### src/rtl/geet_fifo_pkg.sv
// Shared constants and helpers for the geet FIFO read-side adapter.
package geet_fifo_pkg;

    localparam int unsigned GEET_FIFO_DATA_WIDTH_DEFAULT = 32;
    localparam logic [31:0] GEET_CNT_MAX                 = 32'hFFFF_FFFF;

    // Skid store must be a power of two between 2 and 8 entries.
    function automatic bit skid_depth_legal(input int unsigned depth, input int unsigned log2_depth);
        return (depth >= 32'd2) && (depth <= 32'd8) && (depth == (32'd1 << log2_depth));
    endfunction

endpackage

### src/rtl/geet_skid_store.sv
// Circular register file holding words already read from the FIFO but not yet
// accepted downstream; flush empties it and rewinds both pointers.
module geet_skid_store
    import geet_fifo_pkg::*;
#(
    parameter int unsigned DATA_WIDTH = GEET_FIFO_DATA_WIDTH_DEFAULT,
    parameter int unsigned DEPTH      = 2,
    parameter int unsigned LOG2_DEPTH = 1
) (
    input  logic                  clk,
    input  logic                  rst_n,
    input  logic                  flush,
    input  logic                  push,
    input  logic [DATA_WIDTH-1:0] push_data,
    input  logic                  pop,
    output logic [LOG2_DEPTH:0]   occ,
    output logic                  valid,
    output logic [DATA_WIDTH-1:0] head_data
);

    localparam int unsigned PTR_W = LOG2_DEPTH;
    localparam int unsigned OCC_W = LOG2_DEPTH + 1;

    logic [DEPTH-1:0][DATA_WIDTH-1:0] mem_q, mem_d;
    logic [PTR_W-1:0]                 wr_ptr_q, wr_ptr_d;
    logic [PTR_W-1:0]                 rd_ptr_q, rd_ptr_d;
    logic [OCC_W-1:0]                 occ_q, occ_d;
    logic                             valid_q, valid_d;

    always_comb begin
        mem_d    = mem_q;
        wr_ptr_d = wr_ptr_q;
        rd_ptr_d = rd_ptr_q;
        occ_d    = occ_q;
        if (flush) begin
            wr_ptr_d = '0;
            rd_ptr_d = '0;
            occ_d    = '0;
        end else begin
            if (push) begin
                mem_d[wr_ptr_q] = push_data;
                wr_ptr_d        = wr_ptr_q + PTR_W'(1);
            end
            if (pop) begin
                rd_ptr_d = rd_ptr_q + PTR_W'(1);
            end
            case ({push, pop})
                2'b10:   occ_d = occ_q + OCC_W'(1);
                2'b01:   occ_d = occ_q - OCC_W'(1);
                default: occ_d = occ_q;
            endcase
        end
        valid_d = (occ_d != '0);
    end

    always_ff @(posedge clk or negedge rst_n) begin
        if (!rst_n) begin
            mem_q    <= '0;
            wr_ptr_q <= '0;
            rd_ptr_q <= '0;
            occ_q    <= '0;
            valid_q  <= 1'b0;
        end else begin
            mem_q    <= mem_d;
            wr_ptr_q <= wr_ptr_d;
            rd_ptr_q <= rd_ptr_d;
            occ_q    <= occ_d;
            valid_q  <= valid_d;
        end
    end

    assign occ       = occ_q;
    assign valid     = valid_q;
    assign head_data = mem_q[rd_ptr_q];

endmodule

### src/rtl/geet_fifo_reader.sv
// Valid/ready stream master on the read side of a 1-cycle-latency FIFO.
// Define GEET_FIFO_READER_STATS_EN to build the beat/stall counters.
module geet_fifo_reader
    import geet_fifo_pkg::*;
#(
    parameter int unsigned DATA_WIDTH      = GEET_FIFO_DATA_WIDTH_DEFAULT,
    parameter int unsigned SKID_DEPTH      = 2,
    parameter int unsigned LOG2_SKID_DEPTH = 1
) (
    input  logic                  clk,
    input  logic                  reset_n,
    input  logic                  flush,
    input  logic                  fifo_empty,
    input  logic [DATA_WIDTH-1:0] fifo_d_out,
    output logic                  fifo_rd_en,
    output logic                  m_valid,
    output logic [DATA_WIDTH-1:0] m_data,
    input  logic                  m_ready,
    output logic [31:0]           beat_count,
    output logic [31:0]           stall_count
);

    localparam int unsigned OCC_W = LOG2_SKID_DEPTH + 1;
    localparam int unsigned SUM_W = LOG2_SKID_DEPTH + 2;

    logic             inflight_q, inflight_d;
    logic             pop;
    logic             push;
    logic [OCC_W-1:0] occ;
    logic [SUM_W-1:0] demand;

    // Only read when the word is guaranteed a skid slot on arrival.
    always_comb begin
        pop        = m_valid & m_ready;
        push       = inflight_q & ~flush;
        demand     = SUM_W'(occ) + SUM_W'(inflight_q) - SUM_W'(pop);
        fifo_rd_en = ~fifo_empty & ~flush & (demand < SUM_W'(SKID_DEPTH));
        inflight_d = fifo_rd_en;
    end

    always_ff @(posedge clk or negedge reset_n) begin
        if (!reset_n) begin
            inflight_q <= 1'b0;
        end else begin
            inflight_q <= inflight_d;
        end
    end

    geet_skid_store #(
        .DATA_WIDTH (DATA_WIDTH),
        .DEPTH      (SKID_DEPTH),
        .LOG2_DEPTH (LOG2_SKID_DEPTH)
    ) u_skid (
        .clk       (clk),
        .rst_n     (reset_n),
        .flush     (flush),
        .push      (push),
        .push_data (fifo_d_out),
        .pop       (pop),
        .occ       (occ),
        .valid     (m_valid),
        .head_data (m_data)
    );

`ifdef GEET_FIFO_READER_STATS_EN
    logic [31:0] beat_cnt_q, beat_cnt_d;
    logic [31:0] stall_cnt_q, stall_cnt_d;

    // Saturating counters; flush deliberately leaves them alone.
    always_comb begin
        beat_cnt_d  = beat_cnt_q;
        stall_cnt_d = stall_cnt_q;
        if (pop && (beat_cnt_q != GEET_CNT_MAX)) begin
            beat_cnt_d = beat_cnt_q + 32'd1;
        end
        if (m_valid && !m_ready && (stall_cnt_q != GEET_CNT_MAX)) begin
            stall_cnt_d = stall_cnt_q + 32'd1;
        end
    end

    always_ff @(posedge clk or negedge reset_n) begin
        if (!reset_n) begin
            beat_cnt_q  <= '0;
            stall_cnt_q <= '0;
        end else begin
            beat_cnt_q  <= beat_cnt_d;
            stall_cnt_q <= stall_cnt_d;
        end
    end

    assign beat_count  = beat_cnt_q;
    assign stall_count = stall_cnt_q;
`else
    assign beat_count  = '0;
    assign stall_count = '0;
`endif

`ifndef SYNTHESIS
    always_ff @(posedge clk) begin
        if (reset_n) begin
            assert (!(fifo_rd_en && fifo_empty))
            else begin
                $error("geet_fifo_reader: fifo_rd_en while fifo_empty at %0t", $time);
                $stop;
            end
            assert (skid_depth_legal(SKID_DEPTH, LOG2_SKID_DEPTH) && (occ <= OCC_W'(SKID_DEPTH)))
            else begin
                $error("geet_fifo_reader: illegal skid depth or occupancy at %0t", $time);
                $stop;
            end
        end
    end
`endif

endmodule

### config.mk
export PLATFORM = sky130hd
export DESIGN_NAME = geet_fifo_reader
export DESIGN_NICKNAME = d
export VERILOG_FILES = /design/src/rtl/geet_fifo_pkg.sv /design/src/rtl/geet_skid_store.sv /design/src/rtl/geet_fifo_reader.sv
export SDC_FILE = /design/constraint.sdc
export NUM_CORES = 1
export LEC_CHECK = 0
export ABC_AREA = 1
export BUFFER_PORTS_ARGS = -buffer_cell sky130_fd_sc_hd__buf_2
export CAP_MARGIN = 10
export CORE_MARGIN = 2
export CORE_UTILIZATION = 45
export DETAILED_ROUTE_END_ITERATION = 8
export GPL_TIMING_DRIVEN = 0
export PLACE_DENSITY = 0.74
export REMOVE_ABC_BUFFERS = 1
export SLEW_MARGIN = 15
export SYNTH_ARGS = -nofsm -noshare
export SYNTH_HDL_FRONTEND = slang
export SYNTH_SLANG_ARGS = --single-unit
export TNS_END_PERCENT = 5
### constraint.sdc
create_clock -name clk -period 2.8 [get_ports clk]
set_input_delay 0.56 -clock clk [delete_from_list [all_inputs] [get_ports clk]]
set_output_delay 0.56 -clock clk [all_outputs]
set_load 0.05 [all_outputs]
==> tab_implementation.tex <==
\begin{tabular}{lr}
\hline
Metric & Value \\
\hline
\multicolumn{2}{l}{\textbf{Status}} \\
\quad Result of the run & finished, final reports clean \\
\multicolumn{2}{l}{\textbf{Die}} \\
\quad Core Rows & 32 \\
\quad Std-Cell Core Area & 7810 µm² \\
\quad Full die area & 8870 µm² \\
\quad I/O pin cnt & 135 \\
\quad Initial core utilization & 46.9\% \\
\quad Die Ht & 94.2 µm \\
\quad Horizontal extent of the die & 94.2 µm \\
\multicolumn{2}{l}{\textbf{Setup path}} \\
\quad Count of cells along the worst register-to-register path & 4 \\
\quad CP Data Arrival Time & 2.11 ns \\
\quad R2R setup slack & 1.07 ns \\
\quad Element type at the critical path end & primary output \\
\quad Critical Path RT & 2.24 ns \\
\quad Endpoint of the worst-slack reg-to-reg timing path & u\_skid.mem\_q[33] \\
\quad Crit start category & register \\
\quad Startpoint of the worst register-to-register path & inflight\_q \\
\quad Worst setup path category & register to primary output \\
\quad Critical-path maximum fanout & 3 \\
\multicolumn{2}{l}{\textbf{Logic synthesis}} \\
\quad Area fraction in and, or, nand and nor cells after synthesis & 19.1\% \\
\quad Count of flip-flops with a built-in enable after synthesis & 0 \\
\quad Synth Area in Compound Gates & 11.4\% \\
\quad Xor and xnor area share after synthesis & 0.239\% \\
\quad Total number of yosys warnings & 0 \\
\quad Unique cell type count in the Yosys netlist & 22 \\
\quad Share of synthesized area spent on multiplexers & 0\% \\
\quad Main area contributors after synthesis & sky130\_fd\_sc\_hd\_\_dfrtp\_1, sky130\_fd\_sc\_hd\_\_nand2\_1, sky130\_fd\_sc\_hd\_\_buf\_4 \\
\quad Mapped Area & 3660 µm² \\
\quad Area share of the largest cell type after synthesis & 47.8\% \\
\quad Post-synthesis sequential area ratio & 47.8\% \\
\quad Cell types with the highest counts after synthesis & sky130\_fd\_sc\_hd\_\_nand2\_1, sky130\_fd\_sc\_hd\_\_dfrtp\_1, sky130\_fd\_sc\_hd\_\_buf\_4 \\
\quad Number of cells produced by synthesis & 445 \\
\quad Leading area contributor after synthesis & sky130\_fd\_sc\_hd\_\_dfrtp\_1 \\
\quad Dominant combinational cell family by area after synthesis & buffers and inverters \\
\quad Avg Cell Area, Syn & 8.23 µm² \\
\quad Adder-cell area share of the yosys netlist & 0.547\% \\
\quad Proportion of register bits with asynchronous set or reset after synthesis & 100\% \\
\quad Flip-flop and latch count after synthesis & 70 \\
\quad Cell with the most instances after synthesis & sky130\_fd\_sc\_hd\_\_nand2\_1 \\
\quad Most frequently used flop master after synthesis & sky130\_fd\_sc\_hd\_\_dfrtp\_1 \\
\multicolumn{2}{l}{\textbf{Power and ir drop}} \\
\quad Sequential cell fraction of total power & 36.6\% \\
\quad Clock network fraction of design power & 15.0\% \\
\quad Switching share of power & 49.4\% \\
\quad Cell-internal power & 2.28 mW \\
\quad Worst vdd rail ir drop & 482 µV \\
\quad Leakage power figure & 2.33 nW \\
\quad Combinational share of power & 48.4\% \\
\quad Pwr/cell area & 1120 nW/µm² \\
\quad Sw power & 2.22 mW \\
\multicolumn{2}{l}{\textbf{CTS}} \\
\quad Reg clk slew, reported paths & 0.07 ns \\
\quad Maximum level of the CTS H-tree & 3 \\
\quad Clock latency at the later pin of the worst-skew pair & 0.34 ns \\
\quad Clock buffer depth & 2 \\
\quad TritonCTS clock tree & yes \\
\quad Master cell of the clock root buffer & sky130\_fd\_sc\_hd\_\_clkbuf\_8 \\
\quad Clock sink count & 70 \\
\quad Cts hold-fix bufs & 0 \\
\quad Inserted Clock Buffers & 9 \\
\quad Setup Fix Bufs, Post-CTS & 0 \\
\multicolumn{2}{l}{\textbf{STA}} \\
\quad Max-slew violations & 0 \\
\quad Final hold violations & 0 \\
\quad Maximum clock frequency & 0.375 GHz \\
\quad Period utilisation layout & 95.2\% \\
\quad Worst Max-Slew Pin Slew & 1.05 ns \\
\quad WHS & 0.158 ns \\
\quad Worst relative slew slack & 29.8\% \\
\quad Number of failing setup endpoints in the final timing report & 0 \\
\quad Period minus WS final & 2.67 ns \\
\quad Worst setup margin & 0.134 ns \\
\quad Worst clock skew on the final layout & 0.00629 ns \\
\quad Unrepaired setup endpoints after global routing & yes \\
\multicolumn{2}{l}{\textbf{Finish}} \\
\quad NumNets Final & 545 \\
\quad Synthesis-to-finish area growth & 9.36\% \\
\quad Ratio of cells with drive above 1 in the final layout & 22.7\% \\
\quad Diodes inserted & 0 \\
\multicolumn{2}{l}{\textbf{Global route}} \\
\quad Largest net degree at the start of global routing & 65 \\
\quad Vias in the first global route & 2391 \\
\quad Global routing usage summed across all routing layers & 15.4\% \\
\quad First-pass GRT wire length & 10600 µm \\
\quad Remaining global-route overflow & 0 \\
\quad Initial antenna violation count & 0 \\
\multicolumn{2}{l}{\textbf{Drt}} \\
\quad Count of vias placed by the detailed router & 2705 \\
\quad Initial DRC count & 108 \\
\quad Final WL & 6570 µm \\
\quad Met2 WL & 3050 µm \\
\quad Average via count per standard cell & 4.42 \\
\quad Detailed-router iteration count before antenna repair & 4 \\
\quad DRC violations left & 0 \\
\quad Routed wire length per instance & 10.7 µm \\
\quad Final ANT Viol Nets & 0 \\
\quad Detailed-routed wire length on met3 & 487 µm \\
\quad Top layer reached by signal wires & met4 \\
\quad Metal-1 WL & 2900 µm \\
\multicolumn{2}{l}{\textbf{Placed design}} \\
\quad Port Buf Inserts & 70 \\
\quad Post-DP HPWL & 4270 µm \\
\quad Pre-CTS setup slack & -0.888 ns \\
\quad Weighted congestion reported at the end of routability-driven placement & 0.808 \\
\multicolumn{2}{l}{\textbf{Hold path}} \\
\quad Class of the tightest hold or removal check & input pin to async pin \\
\multicolumn{2}{l}{\textbf{Flow run}} \\
\quad Count of maximum capacitance violations & 0 \\
\hline
\end{tabular}
## power by group through the flow
stage / clock network [mW] / logic, mW / registers [mW]
5_1_grt: 0.729 / 2.36 / 1.70
3_3_place_gp: 0 / 2.13 / 1.64
3_5_place_dp: 0 / 2.17 / 1.65
2_1_floorplan: 0 / 1.76 / 1.62
6_report: 0.673 / 2.18 / 1.65
4_1_cts: 0.697 / 2.18 / 1.64
## cells by family (layout without fill, tap and decap cells)
group	Yosys count	count (layout)
simple gates	181	181
buf+inv	125	127
flops	70	70
compound gates	66	66
fa+ha+maj	1	1
other cells	1	64
xor+xnor	1	1
## what timing repair did
action                                  4_1_cts  5_1_grt
cloned                                        0        0
endpoints found under the setup margin       34        2
gates resized for setup                       4        5
## how the worst max path moves through the flow
stage                    start          to  slack [ns]  cells after the start
4_1_cts           u_skid.valid  fifo_rd_en       0.003                      8
5_1_grt           u_skid.valid  fifo_rd_en       -0.01                      8
3_5_place_dp   u_skid.rd_ptr_q  m_data[11]       -0.89                      4
2_1_floorplan     u_skid.valid  fifo_rd_en       -0.79                      6
3_3_place_gp   u_skid.rd_ptr_q  m_data[11]       -0.85                      4
6_report          u_skid.valid  fifo_rd_en        0.13                      8
## routing by layer
metal / global-route usage (%) / vias up
li1: - / 1355
met1: 19.0 / 1221
met2: 25.9 / 116
met3: 3.21 / 13
met4: 7.37 / 0
met5: 0 / -
## registers in the layout, indices dropped and copies added (netlist names)
register	flops
inflight_q	1
u_skid.mem_q	64
u_skid.occ	2
u_skid.rd_ptr_q	1
u_skid.valid	1
u_skid.wr_ptr_q	1
## through the flow
stage	setup TNS (ns)	instance area, µm²	total power, mW	cells	util, %
2_1_floorplan	-1.32	3290	3.38	424	-
5_1_grt	-0.00995	4000	4.79	612	51.3
3_3_place_gp	-36.56	3770	3.77	596	48.3
4_1_cts	0	3980	4.52	612	50.9
3_5_place_dp	-27.36	3810	3.83	598	48.8
6_report	0	4000	4.50	612	51.3
## critical path, stage by stage, from the launching register on
cell and delay [ns]:
sky130_fd_sc_hd__dfrtp_1 0.40, sky130_fd_sc_hd__nand2_1 0.11, sky130_fd_sc_hd__nand2_1 0.10, sky130_fd_sc_hd__nand2_1 0.08, sky130_fd_sc_hd__nand2_1 0.08, sky130_fd_sc_hd__fa_1 0.49
sky130_fd_sc_hd__inv_1 0.06, sky130_fd_sc_hd__nor4_4 0.25, sky130_fd_sc_hd__buf_6 0.20
## layout by cell type (no fill, tap or decap), drive strengths merged
cell,netlist,layout
a21oi,1,1
buf,74,72
clkbuf,10,12
clkinv,1,3
conb,1,64
dfrtp,70,70
fa,1,1
inv,40,40
nand2,172,172
nand3,6,6
nor2,1,1
nor4,1,1
o21ai,65,65
or2,1,1
xor2,1,1
## cell type report
| cell class | count | area (µm²) |
|---|---|---|
| fill | 769 | 3800 |
| clock inverter | 2 | 10.0 |
| clock buffer | 12 | 145 |
| multi-input combinational | 313 | 1410 |
| inverter | 41 | 159 |
| tap | 102 | 128 |
| sequential | 70 | 1760 |
| timing repair buffer | 72 | 399 |
No activity file was read; power rests on OpenSTA's default activity.
